## src/rtl/lane_gating_ctrl.sv

```systemverilog
// rtl/lane_gating_ctrl.sv - idle-driven power gating controller for one functional-unit lane
// Gates the lane after a run of idle cycles and re-powers it on demand before accepting work.
module lane_gating_ctrl #(
   parameter int IdleCycles  = 16,
   parameter int WakeCycles  = 2,
   parameter int MaxInflight = 8
) (
   input  logic clk_i,
   input  logic rst_i,
   input  logic req_valid_i,
   output logic req_ready_o,
   output logic fu_valid_o,
   input  logic fu_ready_i,
   input  logic fu_done_i,
   input  logic force_on_i,
   output logic gate_en_o,
   output logic gated_o
);
   localparam int InflW = $clog2(MaxInflight + 1);
   localparam int IdleW = (IdleCycles > 1) ? $clog2(IdleCycles) : 1;
   localparam int WakeW = (WakeCycles > 1) ? $clog2(WakeCycles) : 1;
   localparam logic [InflW-1:0] InflMax  = InflW'(MaxInflight);
   localparam logic [IdleW-1:0] IdleLast = IdleW'(IdleCycles - 1);
   localparam logic [WakeW-1:0] WakeLast = WakeW'(WakeCycles - 1);

   typedef enum logic [1:0] { ST_ON, ST_GATED, ST_WAKE } state_t;

   state_t           state_q, state_d;
   logic [InflW-1:0] inflight_q, inflight_d;
   logic [IdleW-1:0] idle_cnt_q, idle_cnt_d;
   logic [WakeW-1:0] wake_cnt_q, wake_cnt_d;
   logic             gate_en_q, gated_q;
   logic             accept_allowed, accept, done_ok, idle;

   assign accept_allowed = (state_q == ST_ON) && (inflight_q < InflMax);
   assign fu_valid_o     = req_valid_i && accept_allowed;
   assign req_ready_o    = fu_ready_i && accept_allowed;
   assign accept         = req_valid_i && req_ready_o;
   // Retirements are only meaningful with work outstanding, which implies ON.
   assign done_ok        = fu_done_i && (inflight_q != '0) && (state_q == ST_ON);
   assign idle           = (state_q == ST_ON) && (inflight_q == '0) && !req_valid_i && !force_on_i;

   always_comb begin
      state_d    = state_q;
      inflight_d = inflight_q;
      idle_cnt_d = '0;
      wake_cnt_d = '0;
      if (accept && !done_ok) begin
         inflight_d = inflight_q + 1'b1;
      end else if (done_ok && !accept) begin
         inflight_d = inflight_q - 1'b1;
      end
      case (state_q)
         ST_ON: begin
            if (idle) begin
               if (idle_cnt_q == IdleLast) state_d = ST_GATED;
               else                        idle_cnt_d = idle_cnt_q + 1'b1;
            end
         end
         ST_GATED: begin
            if (req_valid_i || force_on_i) state_d = ST_WAKE;
         end
         ST_WAKE: begin
            if (wake_cnt_q == WakeLast) state_d = ST_ON;
            else                        wake_cnt_d = wake_cnt_q + 1'b1;
         end
         default: state_d = ST_ON;
      endcase
   end

   // Enable and status are registered from the next state so they never glitch with inputs.
   always_ff @(posedge clk_i or posedge rst_i) begin
      if (rst_i) begin
         state_q    <= ST_ON;
         inflight_q <= '0;
         idle_cnt_q <= '0;
         wake_cnt_q <= '0;
         gate_en_q  <= 1'b1;
         gated_q    <= 1'b0;
      end else begin
         state_q    <= state_d;
         inflight_q <= inflight_d;
         idle_cnt_q <= idle_cnt_d;
         wake_cnt_q <= wake_cnt_d;
         gate_en_q  <= (state_d != ST_GATED);
         gated_q    <= (state_d == ST_GATED);
      end
   end

   assign gate_en_o = gate_en_q;
   assign gated_o   = gated_q;

endmodule

```

## config.mk

```make
export PLATFORM = sky130hd
export DESIGN_NAME = lane_gating_ctrl
export DESIGN_NICKNAME = d
export VERILOG_FILES = /design/src/rtl/lane_gating_ctrl.sv
export SDC_FILE = /design/constraint.sdc
export NUM_CORES = 1
export LEC_CHECK = 0
export BUFFER_PORTS_ARGS = -buffer_cell sky130_fd_sc_hd__buf_4
export CAP_MARGIN = 25
export CORE_ASPECT_RATIO = 1.4
export CORE_UTILIZATION = 35
export CTS_BUF_LIST = sky130_fd_sc_hd__clkbuf_4 sky130_fd_sc_hd__clkbuf_8 sky130_fd_sc_hd__clkbuf_16
export DETAILED_ROUTE_END_ITERATION = 7
export GPL_TIMING_DRIVEN = 0
export PLACE_DENSITY_LB_ADDON = 0.25
export SLEW_MARGIN = 20
export SYNTH_ARGS = -nofsm -noshare
export SYNTH_HDL_FRONTEND = slang
export SYNTH_SLANG_ARGS = --single-unit
```

## constraint.sdc

```tcl
create_clock -name clk_i -period 3.04 [get_ports clk_i]
set_input_delay 0.76 -clock clk_i [delete_from_list [all_inputs] [get_ports clk_i]]
set_output_delay 0.76 -clock clk_i [all_outputs]
set_load 0.02 [all_outputs]
```

== Word level (Yosys, flattened, before mapping) ==
Cells that the tools add are included.

* Input bits: 6
* Logic and storage cells: 48
* Output and inout port bits: 4
* Register bits after elaboration: 13

* Reduce and logical (&&, ||, !) cells: 20
* Muxes and demuxes: 12
* Magnitude comparators: 1
* Equal/unequal tests: 5
* $add $sub $neg: 4

{| class="wikitable"
|+ Operator list
! cell !! number
|-
| 4-bit 2-to-1 mux || 5
|-
| 1-bit logical AND || 11
|-
| 4-bit by 1-bit adder with 4-bit output, second input constant || 2
|-
| 2-bit 2-to-1 mux || 4
|-
| 2-bit case mux with 3 select lines || 1
|-
| 2-bit by 1-bit equality test with 1-bit output, second input constant || 2
|-
| 4-bit equality test, second input constant || 1
|-
| 1-bit zero test || 4
|-
| 4-bit zero test || 1
|-
| 4-bit < comparator, second input constant || 1
|-
| 4-bit nonzero test || 1
|-
| 4-bit by 1-bit subtractor with 4-bit output, second input constant || 1
|-
| 2-bit equality test, second input constant || 1
|-
| 2-bit zero test || 1
|-
| 1-bit 2-to-1 mux || 2
|-
| 2-bit by 1-bit != test with 1-bit output, second input constant || 1
|-
| 2-bit nonzero test || 1
|-
| 1-bit adder, second input constant || 1
|-
| 1-bit logical OR || 1
|}

== Depth between registers and ports, before layout ==
Gate-level depths: netlist of the first run.

* Word-level depth: 8
* Depth in mapped cells: 8
* Gate-level depth less buffers: 8

== Least setup slack after synthesis of the first run ==
Ideal clock, no wire load.

* Kind: input to register
* Start point: input fu_done_i
* End point: register inflight_q[3]
* Data arrival time: 2612 ps
* Library setup time: 137 ps
* Slack: 291 ps
* Path buffers: 0
* Data required time: 2903 ps
* Cell stages on the path: 7
* Path through: or4b_2 > ha_1 > inv_1 > ha_1 > or4_1 > nand3_1 > o221ai_1

* Cells in the longest elaborated chain, start to end: 5
* Elaborated cells between the ends (all ways): 7
* Those cells by class: mux (1); reduce/logical (6)

{| class="wikitable"
|+ RTL lines
! what !! RTL line !! source
|-
| from (decl) || 14 || <nowiki>input logic fu_done_i,</nowiki>
|-
| 1-bit logical AND * (2 in a row) || 40 || <nowiki>assign done_ok = fu_done_i && (inflight_q != '0) && (state_q == ST_ON);</nowiki>
|-
| 1-bit zero test || 48 || <nowiki>if (accept && !done_ok) begin</nowiki>
|-
| 1-bit logical AND || 48 ||
|-
| 4-bit 2-to-1 mux / 2-bit nonzero test (equally long branches) || n/a ||
|-
| to (signal assigned) || 82 || <nowiki>inflight_q <= inflight_d;</nowiki>
|-
| to (decl) || 29 || <nowiki>logic [InflW-1:0] inflight_q, inflight_d;</nowiki>
|}

Mark *: on every way between the ends. The rest lies on a longest branch, timed or not.
A chain may end at the register's enable or synchronous reset.

== Final worst setup path of the first run ==
* Start point: register inflight_q[0]
* End point: register inflight_q[3]

* Cells in the longest elaborated chain, start to end: 7
* Elaborated cells between the ends (all ways): 16
* Those cells by class: add/sub (2); order compare (1); mux (2); reduce/logical (11)

{| class="wikitable"
|+ RTL lines
! what !! RTL line !! source
|-
| 4-bit < comparator || 35 || <nowiki>assign accept_allowed = (state_q == ST_ON) && (inflight_q < InflMax);</nowiki>
|-
| 1-bit logical AND || 35 ||
|-
| 1-bit logical AND || 37 || <nowiki>assign req_ready_o = fu_ready_i && accept_allowed;</nowiki>
|-
| 1-bit logical AND || 38 || <nowiki>assign accept = req_valid_i && req_ready_o;</nowiki>
|-
| 1-bit zero test || 50 || <nowiki>end else if (done_ok && !accept) begin</nowiki>
|-
| 1-bit logical AND || 50 ||
|-
| 2-bit nonzero test (no source line) || n/a ||
|}

Parallel ways exist; a longest one is shown, timed or not. The select of a mux whose other input is x is not followed.

==> impl_metrics.yaml, run 1 <==
routing:
  routedWlPerCell_um: 12.6
  drcViolationCount: 0
  vias_per_cell: 5.35
  drt-initial-drc-count: 3
  num_vias: 503
  antenna_left: 0
  routed_wl_um: 1180
  drtPass1Iterations: 4
floorplan:
  core_mm2: 0.00182
  die_x_um: 39.8
  io_pins: 10
  fp.dieArea_mm2: 0.00219
  die_h_um: 54.9
  rows: 18
  start_util: 0.384
grt:
  antenna_found_initial: 0
  gr-usage-all-layers: 0.145
  grt_pass1_wl_um: 2150
  first_global_vias: 515
  grt_max_degree: 14
  grt-ovfl-total: 0
critical_path:
  critPathRequiredTime_ps: 3180
  crit_type: "reg -> reg"
  crit_fanout: 6
  cp-start-kind: "flop"
  cp.arrival_ps: 2840
  endpoint_kind: "flop"
timing:
  finalHoldViolations: 0
  rsz0062_at_grt: "no"
  max_freq_ghz: 0.370
  fin_worst_skew_ps: 2.68
  fin_setup_tns_ps: 0
  setup_ws_ps: 337
  slew_viol_final: 0
  setup_viol: 0
  worst-slew-pin-transition_ps: 485
  fin_crit_sh: 0.889
  finalCriticalPeriod_ps: 2700
  worst_slew_margin_rel: 0.676
synth:
  synth.area.top_cells: "dfrtp_1 43%, ha_1 7.1%, dfstp_2 3.8%"
  synth_area_um2: 701
  synth_warnings: 0
  synth-seq-cells: 13
  ys_types: 32
  avgSynthCellArea_um2: 11.5
  synth.top_cell.area_share: 0.429
  synth_fp_nets: 72
  syn_inst: 61
  ys_seq_area_frac: 0.466
  yosys.area.top_type: "dfrtp_1"
run:
  drv_cap: 0
clock_network:
  numCtsBuffers: 3
  clock_latency_ps: 270
  cts_tree: "yes"
  cts_sinks: 13
  holdBufCountCts: 0
  cts_resized: 0
  cts_post_setup_buffers_inserted: 0
  clkTransAtPathRegs_ps: 80
  htree_levels: 1
  root_buffer: "clkbuf_4"
  clock_path_buffers: 2
placed_design:
  pre_cts_ws_ps: 81.4
  dp.cells: 90
  place_congestion: 0.661
  port_buffers: 9
  dp_hpwl_um: 907
  place_area_um2: 793
finish:
  drive_above_1_share: 0.270
  multiInputGateArea_um2: 362
  fill_cells: 174
  layout_commonest_cell: "dfrtp_1"
  final_cell_mix: "12 x dfrtp_1, 9 x buf_4, 4 x ha_1, 4 x clkbuf_4"
  final-seq-area_um2: 327
  stdcell_count: 94
  area_growth_pct: 17.5
  nets: 86
  stdcell_area_um2: 823
  n_antenna_cell: 0
power_and_ir_drop:
  vdd_ir_drop_max_uv: 417
  finalPower_uw: 610
  cellPowerDensity_mw_per_mm2: 741
  leakage_uw: 0.000378
outcome:
  outcome: "completed"
worst_hold_path:
  min_path_type: "reg -> reg"
==> final timing paths <==
path	startpoint	end	slack [ps]	depth (start not counted)
max reg2reg	inflight_q[0]	inflight_q[3]	340	8
min	wake_cnt_q	wake_cnt_q	420	1
max	inflight_q[0]	inflight_q[3]	340	8
max in group asynchronous	rst_i	gate_en_o	2180	2
min in group asynchronous	rst_i	gated_o	510	2
min reg2reg	wake_cnt_q	wake_cnt_q	420	1
==> logic make-up (layout without fill, tap and decap cells) <==
kind of cell             Yosys count  in the layout  synth area share
buffers and inverters              3             16            0.0179
multiplexers                       2              2            0.0304
AO/OA/AOI/OAI                     11             11             0.113
adder cells (fa/ha/maj)            5              5             0.100
flip-flops                        13             13             0.466
AND/OR/NAND/NOR                   24             24             0.236
XOR/XNOR                           3              3            0.0375
==> layer usage <==
metal	vias to the layer above	global-route usage	share of wire
li1	258	-	-
met1	239	0.185	0.45
met2	4	0.227	0.52
met3	2	0.0240	0.014
met4	0	0.0862	0.0085
met5	-	0	0
==> synth_stat cells (all sizes together) <==
cell and n:
mux2 1, and2 2, inv 2, dfstp 1, o21bai 1, fa 1, buf 1, o221ai 1
nand3 1, nor2 1, nand2 2, nand3b 2, a21o 2, xnor2 3, nor3 2, a31oi 1
ha 4, a311oi 1, dfrtp 12, a211o 1, o21ai 2, and3 3, or3 3, a21oi 2
nor4 4, mux2i 1, or4b 1, nor3b 1, or4 2
==> registers in the layout, summed over array words and instances, names as in the netlist <==
| signal | flops |
|---|---|
| wake_cnt_q | 1 |
| gate_en_o | 1 |
| state_q | 2 |
| gated_o | 1 |
| idle_cnt_q | 4 |
| inflight_q | 4 |
==> through the flow <==
step,hold slack (ps),utilization
finish,416,0.451
global route,450,0.451
CTS,419,0.451
detailed placement,407,0.435
global placement,408,0.435
floorplan,392,-
==> worst max-delay path: stages (launching register included) <==
cell	delay, ps
dfrtp_1	480
nor4_4	90
or4b_2	610
ha_1	260
inv_1	140
ha_1	300
or4_1	480
nand3_1	90
o221ai_1	110
==> where the power goes <==
| part | internal [uW] | leakage [uW] | total (uW) | switching [uW] |
|---|---|---|---|---|
| clock network | 59.7 | 0.0000184 | 112 | 52.4 |
| logic | 126 | 0.000189 | 240 | 114 |
| registers | 205 | 0.000170 | 257 | 52.5 |
==> layout make-up <==
cell class                 count  share of cell area
timing repair buffer           9              0.0821
sequential                    13               0.397
inverter                       2             0.00912
tap                           20              0.0304
clock buffer                   4              0.0365
multi-input combinational     45               0.439
buffer                         1             0.00608
Note: power is estimated with default switching activity, not from simulation.
==> run 2, diff against run 1 <==
Settings changed: CORE_ASPECT_RATIO 1.4 to unset.
==> impl_metrics.yaml, run 2 (synthesis gave the netlist of run 1 again) <==
grt:
  grt_use_met1: 0.170
  antenna_found_initial: 0
  grt_max_degree: 14
  first_global_vias: 474
  use_met2: 0.211
  gr-usage-all-layers: 0.137
  grt_pass1_wl_um: 2070
  grt-ovfl-total: 0
  use_met3: 0.0346
  grt-busiest-layer: "met2"
timing:
  finalCriticalPeriod_ps: 2690
  fin_worst_skew_ps: 0.211
  max_freq_ghz: 0.372
  rsz0062_at_grt: "no"
  setup_viol: 0
  slew_viol_final: 0
  worst-slew-pin-transition_ps: 480
  fin_crit_sh: 0.884
  worst_slew_margin_rel: 0.679
  fin_setup_tns_ps: 0
  setup_ws_ps: 352
  finalHoldViolations: 0
  hold_ws_ps: 414
critical_path:
  crit_fanout: 6
  reg2reg_depth: 8
  endpoint_kind: "flop"
  cp.arrival_ps: 2840
  cp-start-kind: "flop"
  critPathRequiredTime_ps: 3190
  crit_type: "reg -> reg"
floorplan:
  fp.dieArea_mm2: 0.00218
  start_util: 0.389
  rows: 15
  core_mm2: 0.00180
  die_x_um: 46.7
  io_pins: 10
  die_h_um: 46.7
routing:
  drt-initial-drc-count: 8
  drcViolationCount: 0
  vias_per_cell: 5.25
  num_vias: 520
  antenna_left: 0
  drtPass1Iterations: 4
  routedWlPerCell_um: 12.2
  routed_wl_um: 1210
clock_network:
  clock_latency_ps: 270
  clock_path_buffers: 2
  cts_resized: 0
  cts_tree: "yes"
  htree_levels: 1
  cts_post_setup_buffers_inserted: 0
  root_buffer: "clkbuf_4"
  clkTransAtPathRegs_ps: 80
  cts_sinks: 13
  numCtsBuffers: 3
  holdBufCountCts: 0
power_and_ir_drop:
  finalPower_uw: 610
  vdd_ir_drop_max_uv: 344
  leakage_uw: 0.000378
  cellPowerDensity_mw_per_mm2: 736
finish:
  layout_commonest_cell: "dfrtp_1"
  final_cell_mix: "12 x dfrtp_1, 9 x buf_4, 4 x ha_1, 4 x clkbuf_4"
  stdcell_area_um2: 830
  reg_top3: "idle_cnt_q x4, inflight_q x4, state_q x2"
  n_antenna_cell: 0
  fill_cells: 181
  nets: 86
  drive_above_1_share: 0.270
  area_growth_pct: 18.4
worst_hold_path:
  hold_path_depth: 1
  min_path_type: "reg -> reg"
run:
  drv_cap: 0
placed_design:
  pre_cts_ws_ps: 98.9
  port_buffers: 9
  place_area_um2: 800
  place_congestion: 0.720
  dp_hpwl_um: 921
outcome:
  outcome: "completed"
run 2: cell counts in the layout (fill, tap and decap cells not counted):
Identical to the previous run, type by type.
run 2: layout make-up:
type	instances	area, um^2	area share
multi-input cells	45	362	0.436
inverters	2	7.51	0.00905
flip-flops and latches	13	327	0.394
repair buffers	9	67.6	0.0814
well taps	25	31.3	0.0377
clock buffers	4	30.0	0.0362
plain buffers	1	5.00	0.00603
run 2: per-stage QoR:
step / utilization / std cells
floorplan: - / 61
global placement: 0.444 / 95
detailed placement: 0.444 / 95
CTS: 0.460 / 99
global route: 0.460 / 99
finish: 0.460 / 99
run 2: report_power, final:
part	internal, uW	switching (uW)
clock network	59.7	55.3
registers	205	51.5
logic	126	113
run 2: path summary, 6_finish.rpt:
check / end / slack (ps) / startpoint
setup / recovery: inflight_q[3] / 350 / inflight_q[0]
max in group asynchronous: gate_en_o / 2190 / rst_i
hold / removal: wake_cnt_q / 410 / wake_cnt_q
setup reg to reg: inflight_q[3] / 350 / inflight_q[0]
min in group asynchronous: idle_cnt_q[3] / 500 / rst_i
hold reg to reg: wake_cnt_q / 410 / wake_cnt_q
run 2: metal layers:
layer	share of wire	up-vias
met5	0	-
met4	0.033	0
met3	0.026	4
met2	0.49	7
met1	0.45	252
li1	-	257
run 2: critical path, stage by stage, from the launching register on:
cell      delay [ps]
dfrtp_1          480
nor4_4            90
or4b_2           620
ha_1             260
inv_1            140
ha_1             300
or4_1            480
nand3_1           90
o221ai_1         110
==> run 3, diff against run 2 <==
==> constraint.sdc (replaced) <==
create_clock -name clk_i -period 3.04 [get_ports clk_i]
set_input_delay 0.152 -clock clk_i [delete_from_list [all_inputs] [get_ports clk_i]]
set_output_delay 0.152 -clock clk_i [all_outputs]
set_load 0.02 [all_outputs]
==> impl_metrics.yaml, run 3 (synthesis gave the netlist of run 1 again) <==
routing:
  routedWlPerCell_um: 12.2
  num_vias: 524
  routed_wl_um: 1220
  antenna_left: 0
  drcViolationCount: 0
  drtPass1Iterations: 4
  vias_per_cell: 5.24
  drt-initial-drc-count: 8
timing:
  hold_ws_ps: 66.5
  rsz0062_at_grt: "no"
  fin_crit_sh: 0.884
  finalHoldViolations: 0
  fin_setup_tns_ps: 0
  finalCriticalPeriod_ps: 2690
  slew_viol_final: 0
  fin_worst_skew_ps: 0.150
  worst_slew_margin_rel: 0.679
  worst-slew-pin-transition_ps: 480
  max_freq_ghz: 0.372
  setup_viol: 0
grt:
  grt_use_met1: 0.170
  gr-usage-all-layers: 0.137
  first_global_vias: 474
  use_met2: 0.211
  use_met3: 0.0346
  grt-busiest-layer: "met2"
  grt-ovfl-total: 0
  antenna_found_initial: 0
  grt_max_degree: 14
  grt_pass1_wl_um: 2070
worst_hold_path:
  hold_path_depth: 2
  min_delay_worst_endpoint: "gated_o"
  min_from: "force_on_i"
  min_path_type: "in -> reg"
clock_network:
  root_buffer: "clkbuf_4"
  clkTransAtPathRegs_ps: 80
  cts_resized: 0
  clock_path_buffers: 2
  cts_sinks: 13
  cts_tree: "yes"
  numCtsBuffers: 3
  htree_levels: 1
  cts_post_setup_buffers_inserted: 0
  clock_latency_ps: 270
floorplan:
  fp.dieArea_mm2: 0.00218
  core_mm2: 0.00180
  rows: 15
  die_h_um: 46.7
  io_pins: 10
  start_util: 0.389
  die_x_um: 46.7
placed_design:
  place_congestion: 0.720
  port_buffers: 9
  dp_hpwl_um: 921
critical_path:
  critPathRequiredTime_ps: 3190
  cp_common_cell: "ha_1"
  crit_fanout: 6
  cp_cell_sequence: "nor4_4 > or4b_2 > ha_1 > inv_1 > ha_1 > or4_1 > nand3_1 > o221ai_1"
  rr_endpoint: "inflight_q[3]"
  rr_startpoint: "inflight_q[0]"
  cp.arrival_ps: 2840
  reg2reg_slack_ps: 350
  critPathSlowestCell: "or4b_2"
  cp-start-kind: "flop"
  crit_path_max_incr_delay_ps: 620
  endpoint_kind: "flop"
  reg2reg_depth: 8
  crit_type: "reg -> reg"
finish:
  layout_commonest_cell: "dfrtp_1"
  n_antenna_cell: 0
  fill_cells: 182
  final_cell_mix: "12 x dfrtp_1, 9 x buf_4, 4 x ha_1, 4 x clkbuf_4"
  area_growth_pct: 19.8
  final-seq-area_um2: 327
  drive_above_1_share: 0.267
  nets: 87
  multiInputGateArea_um2: 362
  postLayoutCoreUtil: 0.466
  reg_top3: "idle_cnt_q x4, inflight_q x4, state_q x2"
power_and_ir_drop:
  p_int_uw: 391
  seqPwrFrac: 0.419
  power.switching_uw: 220
  vdd_ir_drop_max_uv: 344
  p_sw_frac: 0.361
  pwr-share-comb: 0.393
  leakage_uw: 0.000382
  clkPwrFrac: 0.188
  cellPowerDensity_mw_per_mm2: 728
outcome:
  outcome: "completed"
run:
  drv_cap: 0
[run 3: changes by cell type in the layout (fill, tap and decap cells not counted)]
cell and delta:
dlygate4sd3_1 +1
[run 3: critical path: cells and delay by family, from the launching register on]
| family | cells | cell delay, ps |
|---|---|---|
| AOI/OAI and AO/OA | 1 | 110 |
| DFF | 1 | 480 |
| buffers and inverters | 1 | 140 |
| and+or+nand+nor | 4 | 1280 |
| adders and majority gates | 2 | 560 |
[run 3: worst max path at each step]
stage | from | endpoint | slack (ps) | cells after the start
after global routing | inflight_q[0] | inflight_q[3] | 210 | 8
after floorplan | inflight_q[0] | inflight_q[3] | 500 | 8
after CTS | inflight_q[0] | inflight_q[3] | 340 | 8
after global placement | inflight_q[0] | inflight_q[3] | 370 | 8
final | inflight_q[0] | inflight_q[3] | 350 | 8
after detailed placement | inflight_q[0] | inflight_q[3] | 350 | 8
[run 3: final cells by class]
cell class / instances / area share
clock buffers: 4 / 0.0358
plain buffers: 1 / 0.00596
well taps: 25 / 0.0373
flip-flops and latches: 13 / 0.389
repair buffers: 10 / 0.0924
multi-input cells: 45 / 0.431
inverters: 2 / 0.00894
[run 3: metrics by stage]
step,setup WS (ps),cells,instance area [um^2],power (uW)
final,352,100,840,611
after detailed placement,347,95,800,501
after global placement,373,95,800,495
after floorplan,504,61,701,444
after CTS,338,100,840,619
after global routing,212,100,840,662
[run 3: repair_timing]
action                                 4_1_cts  5_1_grt
setup endpoints to repair                    0        0
hold buffers                                 1        0
endpoints found under the hold margin       12        0
[run 3: metal layers]
metal | wire (um) | vias to the layer above
met5 | 0 | -
met3 | 32 | 4
met1 | 550 | 254
li1 | - | 259
met4 | 40 | 0
met2 | 599 | 7
[run 3: power by group through the flow]
stage	logic (uW)	clock network, uW	registers, uW
finish	240	115	256
global route	273	127	262
CTS	243	120	257
detailed placement	241	0	260
global placement	236	0	259
floorplan	194	0	250
